### src/rtl/y86_pkg.sv
// -----------------------------------------------------------------------------
// y86_pkg
// Shared encodings for the Y86-64 pipeline control slice:
//   - instruction codes (I_HALT .. I_POPQ)
//   - status codes (STAT_AOK, STAT_HLT, STAT_ADR, STAT_INS)
//   - RNONE, the "no register" ID
//   - the control FSM state enum
//   - sat_inc, a saturating 32-bit increment used by the optional perf counters
// -----------------------------------------------------------------------------
package y86_pkg;

  localparam logic [3:0] I_HALT   = 4'h0;
  localparam logic [3:0] I_NOP    = 4'h1;
  localparam logic [3:0] I_RRMOVQ = 4'h2;
  localparam logic [3:0] I_IRMOVQ = 4'h3;
  localparam logic [3:0] I_RMMOVQ = 4'h4;
  localparam logic [3:0] I_MRMOVQ = 4'h5;
  localparam logic [3:0] I_OPQ    = 4'h6;
  localparam logic [3:0] I_JXX    = 4'h7;
  localparam logic [3:0] I_CALL   = 4'h8;
  localparam logic [3:0] I_RET    = 4'h9;
  localparam logic [3:0] I_PUSHQ  = 4'hA;
  localparam logic [3:0] I_POPQ   = 4'hB;

  localparam logic [2:0] STAT_AOK = 3'd1;
  localparam logic [2:0] STAT_HLT = 3'd2;
  localparam logic [2:0] STAT_ADR = 3'd3;
  localparam logic [2:0] STAT_INS = 3'd4;

  localparam logic [3:0] RNONE = 4'hF;

  // {zf, sf, of} after reset: the "result was zero" state.
  localparam logic [2:0] CC_RESET = 3'b100;

  typedef enum logic [1:0] {
    ST_INIT = 2'd0,
    ST_RUN  = 2'd1,
    ST_HALT = 2'd2
  } ctrl_state_t;

  function automatic logic [31:0] sat_inc(input logic [31:0] v);
    return (v == 32'hFFFF_FFFF) ? v : v + 32'd1;
  endfunction

endpackage

### src/rtl/cc_reg.sv
// -----------------------------------------------------------------------------
// cc_reg
// Architectural condition-code register {zf, sf, of} with write enable.
// Ports:
//   clk   in   clock, rising edge
//   rst   in   asynchronous active-high reset, loads CC_RESET (zf=1, sf=0, of=0)
//   en    in   load d at the next rising edge
//   d     in   3  new {zf, sf, of}
//   q     out  3  registered {zf, sf, of}
// -----------------------------------------------------------------------------
module cc_reg
  import y86_pkg::*;
(
  input  logic       clk,
  input  logic       rst,
  input  logic       en,
  input  logic [2:0] d,
  output logic [2:0] q
);

  // NOTE: state is written with <= so every flop samples pre-edge values.
  always_ff @(posedge clk or posedge rst) begin
    if (rst)
      q <= CC_RESET;
    else if (en)
      q <= d;
  end

endmodule

### src/rtl/pipe_hazard_ctrl.sv
// -----------------------------------------------------------------------------
// pipe_hazard_ctrl
// Pipeline control for the 5-stage Y86-64 core: detects load/use, branch
// mispredict, ret in flight and exception status, and drives the stall/bubble
// controls of the F/D/E/M/W registers. Owns the condition-code register.
// Optional build macro PIPE_PERF_CNT_EN adds saturating event counters.
// Ports:
//   clk, rst                   clock; asynchronous active-high reset
//   D_icode, d_srcA, d_srcB    decode icode and source register IDs
//   E_icode, E_dstM, e_Cnd     execute icode, load destination, condition
//   e_zf, e_sf, e_of           execute flags (loaded when set_cc)
//   M_icode, m_stat, W_stat    memory icode/status, write-back status
//   F_stall, D_stall, W_stall  hold the register this cycle
//   D_bubble,E_bubble,M_bubble load a bubble this cycle
//   set_cc                     CC write enable this cycle
//   cc_zf, cc_sf, cc_of        registered condition codes
//   halted, halt_stat          frozen on non-AOK W_stat, and the status seen
//   cyc_cnt, lu_cnt, mp_cnt, ret_cnt  (PIPE_PERF_CNT_EN only) event counters
// -----------------------------------------------------------------------------
module pipe_hazard_ctrl
  import y86_pkg::*;
(
  input  logic        clk,
  input  logic        rst,
  input  logic [3:0]  D_icode,
  input  logic [3:0]  d_srcA,
  input  logic [3:0]  d_srcB,
  input  logic [3:0]  E_icode,
  input  logic [3:0]  E_dstM,
  input  logic        e_Cnd,
  input  logic        e_zf,
  input  logic        e_sf,
  input  logic        e_of,
  input  logic [3:0]  M_icode,
  input  logic [2:0]  m_stat,
  input  logic [2:0]  W_stat,
  output logic        F_stall,
  output logic        D_stall,
  output logic        W_stall,
  output logic        D_bubble,
  output logic        E_bubble,
  output logic        M_bubble,
  output logic        set_cc,
  output logic        cc_zf,
  output logic        cc_sf,
  output logic        cc_of,
  output logic        halted,
  output logic [2:0]  halt_stat
`ifdef PIPE_PERF_CNT_EN
  ,
  output logic [31:0] cyc_cnt,
  output logic [31:0] lu_cnt,
  output logic [31:0] mp_cnt,
  output logic [31:0] ret_cnt
`endif
);

  ctrl_state_t state, state_nxt;
  logic        lu, mp, rt, ex;
  logic [2:0]  cc_q;

  // Hazard terms, evaluated on the current cycle's stage contents.
  assign lu = ((E_icode == I_MRMOVQ) || (E_icode == I_POPQ)) &&
              (E_dstM != RNONE) &&
              ((E_dstM == d_srcA) || (E_dstM == d_srcB));
  assign mp = (E_icode == I_JXX) && !e_Cnd;
  assign rt = (D_icode == I_RET) || (E_icode == I_RET) || (M_icode == I_RET);
  assign ex = (m_stat != STAT_AOK) || (W_stat != STAT_AOK);

  always_ff @(posedge clk or posedge rst) begin
    if (rst)
      state <= ST_INIT;
    else
      state <= state_nxt;
  end

  // Reset forces ST_INIT asynchronously, so the INIT outputs (F held, all
  // bubbles) are also what the pipeline sees while rst is high.
  always_comb begin
    // NOTE: every output gets a default first so no path leaves one unassigned.
    state_nxt = state;
    F_stall   = 1'b0;
    D_stall   = 1'b0;
    W_stall   = 1'b0;
    D_bubble  = 1'b0;
    E_bubble  = 1'b0;
    M_bubble  = 1'b0;
    set_cc    = 1'b0;
    case (state)
      ST_INIT: begin
        F_stall   = 1'b1;
        D_bubble  = 1'b1;
        E_bubble  = 1'b1;
        M_bubble  = 1'b1;
        state_nxt = ST_RUN;
      end
      ST_RUN: begin
        F_stall  = lu | rt;
        D_stall  = lu;
        // A load/use holds D, which takes priority over bubbling it for ret.
        D_bubble = mp | (rt & ~lu);
        E_bubble = mp | lu;
        M_bubble = ex;
        W_stall  = (W_stat != STAT_AOK);
        set_cc   = (E_icode == I_OPQ) && !ex;
        if (W_stat != STAT_AOK)
          state_nxt = ST_HALT;
      end
      ST_HALT: begin
        F_stall = 1'b1;
        D_stall = 1'b1;
        W_stall = 1'b1;
      end
      default: state_nxt = ST_INIT;
    endcase
  end

  assign halted = (state == ST_HALT);

  always_ff @(posedge clk or posedge rst) begin
    if (rst)
      halt_stat <= STAT_AOK;
    else if ((state == ST_RUN) && (W_stat != STAT_AOK))
      halt_stat <= W_stat;
  end

  cc_reg u_cc_reg (
    .clk (clk),
    .rst (rst),
    .en  (set_cc),
    .d   ({e_zf, e_sf, e_of}),
    .q   (cc_q)
  );

  assign {cc_zf, cc_sf, cc_of} = cc_q;

`ifdef PIPE_PERF_CNT_EN
  // Counters advance only while running; INIT and HALT freeze them.
  always_ff @(posedge clk or posedge rst) begin
    if (rst) begin
      cyc_cnt <= '0;
      lu_cnt  <= '0;
      mp_cnt  <= '0;
      ret_cnt <= '0;
    end else if (state == ST_RUN) begin
      cyc_cnt <= sat_inc(cyc_cnt);
      if (lu)       lu_cnt  <= sat_inc(lu_cnt);
      if (mp)       mp_cnt  <= sat_inc(mp_cnt);
      if (rt && !lu) ret_cnt <= sat_inc(ret_cnt);
    end
  end
`endif

endmodule

### config.mk
export PLATFORM = sky130hd
export DESIGN_NAME = pipe_hazard_ctrl
export DESIGN_NICKNAME = d
export VERILOG_FILES = /design/src/rtl/y86_pkg.sv /design/src/rtl/cc_reg.sv /design/src/rtl/pipe_hazard_ctrl.sv
export SDC_FILE = /design/constraint.sdc
export NUM_CORES = 1
export LEC_CHECK = 0
export ABC_AREA = 1
export CAP_MARGIN = 20
export CORE_MARGIN = 2
export CORE_UTILIZATION = 37
export CTS_BUF_LIST = sky130_fd_sc_hd__clkbuf_16
export DETAILED_ROUTE_END_ITERATION = 16
export PLACE_DENSITY_LB_ADDON = 0.08
export SLEW_MARGIN = 20
export SYNTH_ARGS = -nofsm -noshare
export SYNTH_HDL_FRONTEND = slang
export SYNTH_SLANG_ARGS = --single-unit
### constraint.sdc
create_clock -name clk -period 3.3 [get_ports clk]
set_input_delay 0.66 -clock clk [delete_from_list [all_inputs] [get_ports clk]]
set_output_delay 0.66 -clock clk [all_outputs]
set_load 0.005 [all_outputs]
==> impl_metrics.ini, run 1 <==
[finish]
instances_no_fill = 206
drive_gt1_frac = 0.0447
nets = 221
fillers = 177
n_antenna_cell = 0
utilization = 0.697
syn_to_final_growth_pct = 82.6

[clocking]
hold_buffers = 0
h-tree-depth = 1
clk_latency_ns = 0.23
clockBufferDepth = 2
postCtsSetupBuffers = 0
numCtsBuffers = 3
clkSinkCount = 8
post_cts_resize_count = 0
cts_tree = done
cts_root_buffer = clkbuf_16
path_clk_slew_ns = 0.03

[hold_path]
hold_depth = 2
min-delay-start = u_cc_reg.q[2]
hp-class = reg -> reg

[sta]
setup_viol = 0
fin_tns_setup_ns = 0
fin_skew_ns = 0.00294
hold_ws_ns = 0.469
min_period_over_period = 0.910
rsz0062_at_grt = false
finalHoldViolCount = 0
fmax_ghz = 0.333
fin_ws_ns = 0.296
slew_viol_final = 0
worst_slew_pin_slew_ns = 0.340
fin_crit_ns = 3.00
relSlewSlack = 0.771

[synthesis]
syn-instance-count = 127
syn_avg_cell_area_um2 = 5.71
syn_area_um2 = 726
synth.net_count = 167
yosysWarnings = 0
ys_seq_elements = 8
synth_seq_area_share = 0.279
synth_cell_types = 15

[setup_path]
crit_path_top_delay_cell = clkdlybuf4s50_1
crit_top_cell = nand3_1
critPathKind = in -> out
cp.arrival_ns = 2.34
cp_max_fo = 3
cp-startpoint = E_icode[2]
cp_num_buf_inv = 4
cp.required_ns = 2.64
path_depth = 10
cpPeakStageDelay_ns = 0.48
reg2reg_depth = 8
endpoint_kind = output port
path_delay_family = buffers and inverters
cp_cell_sequence = clkdlybuf4s50_1 > inv_1 > nor2_1 > nand3_1 > a21oi_1 > nand3_1 > nand3_1 > nand2_1 > inv_1 > clkdlybuf4s50_1
rr_startpoint = state[1]
crit_path_start_kind = input port

[detailed_routing]
drc_errors = 0
ant_nets = 0
wl_per_cell_um = 9.40
firstDrtPassIters = 4
drtIter0Drc = 23
vias = 937
totalWireLength_mm = 1.94
viasPerCell = 4.55

[placement]
portBuffers = 49
place_ws_ns = 0.293
hpwlAfterDp_mm = 1.57
dp.cells = 203
place_congestion = 0.738

[floorplan]
die_width_um = 48.3
initial_utilization = 0.382
std_cell_rows = 16
core-area_um2 = 1900
dieHeight_um = 48.3
die_area_um2 = 2330
ioPinCount = 50

[global_route]
grt_max_degree = 9
grt.overflow.total = 0
grt_usage = 0.180
grt_pass1_vias = 818
grt_pass1_wl_mm = 2.99
antenna_found_initial = 0

[power_and_ir_drop]
leakagePower_nw = 0.685
powerDensity_nw_per_um2 = 572
vdd_drop_max_v = 0.000372

[run]
cap_violations = 0

[run_status]
status = complete, no violations
## final timing paths
path	end	slack (ns)
setup / recovery	F_stall	0.30
hold / removal	u_cc_reg.q[2]	0.47
setup reg to reg	u_cc_reg.q[0]	1.76
hold reg to reg	u_cc_reg.q[2]	0.47
max in group asynchronous	u_cc_reg.q[2]	2.33
min in group asynchronous	halt_stat[2]	0.68
## metal layers
metal	up-vias	global-route usage	wire, um
li1	488	-	-
met1	415	0.211	823
met2	34	0.337	992
met3	0	0.0593	122
met4	0	0	0
met5	-	0	0
## registers in the layout (all words and copies together) (netlist names)
signal	count
halt_stat	3
state	2
u_cc_reg.q	3
## per-stage QoR
stage | area [um2] | total power, mW
after detailed placement | 1250 | 0.552
after CTS | 1330 | 0.766
final | 1330 | 0.758
after global routing | 1330 | 0.825
after floorplan | 726 | 0.330
after global placement | 1250 | 0.544
## layout make-up
type	instances	area (um2)	area share
multi-input combinational	90	413	0.312
sequential	8	203	0.153
clock buffer	3	75.1	0.0567
timing repair buffer	49	490	0.370
tap	27	33.8	0.0255
inverter	29	110	0.0831
## Yosys cell counts
| cell type | number | area (um2) |
|---|---|---|
| nand2_1 | 52 | 195 |
| inv_1 | 27 | 101 |
| nor2_1 | 11 | 41.3 |
| nand3_1 | 7 | 35.0 |
| a21oi_1 | 6 | 30.0 |
| dfrtp_1 | 6 | 150 |
| o21ai_0 | 5 | 25.0 |
| ha_1 | 4 | 50.1 |
| dfstp_2 | 2 | 52.6 |
| nand4_1 | 2 | 12.5 |
| a31oi_1 | 1 | 6.26 |
| clkinv_2 | 1 | 5.00 |
| inv_2 | 1 | 3.75 |
| nor3_1 | 1 | 5.00 |
| nor4_2 | 1 | 12.5 |
## where the power goes
| group | internal [mW] | leakage [nW] | switching, mW | total [mW] |
|---|---|---|---|---|
| Combinational | 0.223 | 0.551 | 0.177 | 0.400 |
| Clock | 0.156 | 0.0370 | 0.0447 | 0.201 |
| Sequential | 0.134 | 0.0979 | 0.0231 | 0.157 |
| Total | 0.513 | 0.685 | 0.245 | 0.758 |
## kinds of logic after synthesis
kind of cell	Yosys count	synth area share
and+or+nand+nor	74	0.416
buffers and inverters	29	0.152
AOI/OAI and AO/OA	12	0.0845
DFF	8	0.279
adders and majority gates	4	0.0690
## worst reg2reg max path: stages, from the launching register on
cell and delay (ns):
dfrtp_1 0.41, inv_1 0.10, ha_1 0.31, inv_2 0.09
nor4_2 0.20, nand2_1 0.16, clkinv_2 0.10, nand2_1 0.05
nand2_1 0.05
## cells in the final DEF, fill, tap and decap left out
master | Yosys | layout
nand2_1 | 52 | 52
clkdlybuf4s50_1 | 0 | 49
inv_1 | 27 | 27
nor2_1 | 11 | 11
nand3_1 | 7 | 7
a21oi_1 | 6 | 6
dfrtp_1 | 6 | 6
o21ai_0 | 5 | 5
ha_1 | 4 | 4
clkbuf_16 | 0 | 3
nand4_1 | 2 | 2
dfstp_2 | 2 | 2
inv_2 | 1 | 1
nor4_2 | 1 | 1
nor3_1 | 1 | 1
clkinv_2 | 1 | 1
a31oi_1 | 1 | 1
(Power assumes the default switching activity.)
==> inputs of run 2 (changes only) <==
CELL_PAD_IN_SITES_DETAIL_PLACEMENT = 1   (was not set)
CELL_PAD_IN_SITES_GLOBAL_PLACEMENT = 1   (was not set)
CORE_UTILIZATION = 23   (was 37)
==> impl_metrics.ini, run 2 (same netlist as run 1, synthesis figures left out) <==
[run_status]
status = complete, no violations

[setup_path]
crit_path_top_delay_cell = clkdlybuf4s50_1
cp.required_ns = 2.64
endpoint_kind = output port
cp.arrival_ns = 2.41
crit_path_start_kind = input port
critPathKind = in -> out
cp_cell_sequence = clkdlybuf4s50_1 > inv_1 > nor2_1 > nand3_1 > a21oi_1 > nand3_1 > a21oi_1 > clkdlybuf4s50_1
cpPeakStageDelay_ns = 0.52
cp_max_fo = 3

[power_and_ir_drop]
vdd_drop_max_v = 0.000387
powerDensity_nw_per_um2 = 563
leakagePower_nw = 0.685

[floorplan]
die_width_um = 60.2
core-area_um2 = 3030
std_cell_rows = 20
dieHeight_um = 60.2
die_area_um2 = 3620
initial_utilization = 0.240
ioPinCount = 50

[detailed_routing]
ant_nets = 0
drtIter0Drc = 27
drc_errors = 0
wl_per_cell_um = 10.2
viasPerCell = 4.22
vias = 940
firstDrtPassIters = 3
totalWireLength_mm = 2.28

[global_route]
grt_pass1_wl_mm = 3.72
grt.overflow.total = 0
grt_usage = 0.135
grt_max_degree = 9
grt_pass1_vias = 928
antenna_found_initial = 0

[finish]
layout_common_cells = 52 x nand2_1, 49 x clkdlybuf4s50_1, 27 x inv_1
final_common_cell = nand2_1
drive_gt1_frac = 0.0447
syn_to_final_growth_pct = 85.5
fillers = 399
n_antenna_cell = 0
largestRegisters = halt_stat (3), u_cc_reg.q (3), state (2)
utilization = 0.445
nets = 221

[clocking]
clockBufferDepth = 2
cts_root_buffer = clkbuf_16
clk_latency_ns = 0.23
postCtsSetupBuffers = 0
post_cts_resize_count = 0
path_clk_slew_ns = 0.04
clkSinkCount = 8
h-tree-depth = 1
hold_buffers = 0
cts_tree = done
numCtsBuffers = 3

[placement]
portBuffers = 49
place_congestion = 0.690
hpwlAfterDp_mm = 2.01

[run]
cap_violations = 0

[sta]
worst_slew_pin_slew_ns = 0.362
fmax_ghz = 0.325
min_period_over_period = 0.932
rsz0062_at_grt = false
finalHoldViolCount = 0
fin_skew_ns = 0.000783
setup_viol = 0
slew_viol_final = 0
relSlewSlack = 0.756
fin_tns_setup_ns = 0
fin_crit_ns = 3.07

[hold_path]
hp-class = reg -> reg
run 2: cell counts in the layout (fill, tap and decap cells not counted):
No cell type changed its count.
run 2: final cells by class:
type	count	area (um2)	area share
Sequential cell	8	203	0.151
Tap cell	44	55.1	0.0409
Clock buffer	3	75.1	0.0558
Multi-Input combinational cell	90	413	0.307
Inverter	29	110	0.0818
Timing Repair Buffer	49	490	0.364
run 2: layer usage:
| metal | global-route usage | part of all wire | vias to the layer above |
|---|---|---|---|
| met5 | 0 | 0 | - |
| met4 | 0.0190 | 0 | 0 |
| met3 | 0.0455 | 0.082 | 0 |
| met2 | 0.261 | 0.54 | 32 |
| met1 | 0.143 | 0.37 | 420 |
| li1 | - | - | 488 |
run 2: path summary, 6_finish.rpt:
path                                    start             to  slack [ns]  cells past startpoint
worst max-delay path               E_icode[2]        D_stall        0.23                      8
worst min-delay path            u_cc_reg.q[2]  u_cc_reg.q[2]        0.47                      2
worst max register to register       state[1]  u_cc_reg.q[2]        1.72                      8
worst min register to register  u_cc_reg.q[2]  u_cc_reg.q[2]        0.47                      2
max in group asynchronous                 rst   halt_stat[0]        2.32                      2
min in group asynchronous                 rst  u_cc_reg.q[1]        0.69                      2
run 2: worst max-delay path, delay by kind of cell:
kind                   cells  cell delay, ns
AO/OA/AOI/OAI              2            0.34
buffers and inverters      3            1.04
AND/OR/NAND/NOR            3            0.37
run 2: where the power goes:
group	total, mW	switching, mW	internal [mW]
clock network	0.201	0.0454	0.156
registers	0.157	0.0228	0.134
logic	0.399	0.177	0.222
total	0.758	0.245	0.513
run 2: stage by stage:
step	total power, mW	instances	cell area (um2)	hold WS, ns	setup slack, ns
after floorplan	0.330	127	726	0.457	1.34
after global placement	0.558	220	1270	0.459	0.233
after detailed placement	0.565	220	1270	0.463	0.205
after CTS	0.774	223	1350	0.472	0.198
after global routing	0.826	223	1350	0.491	0.0636
final	0.758	223	1350	0.465	0.226
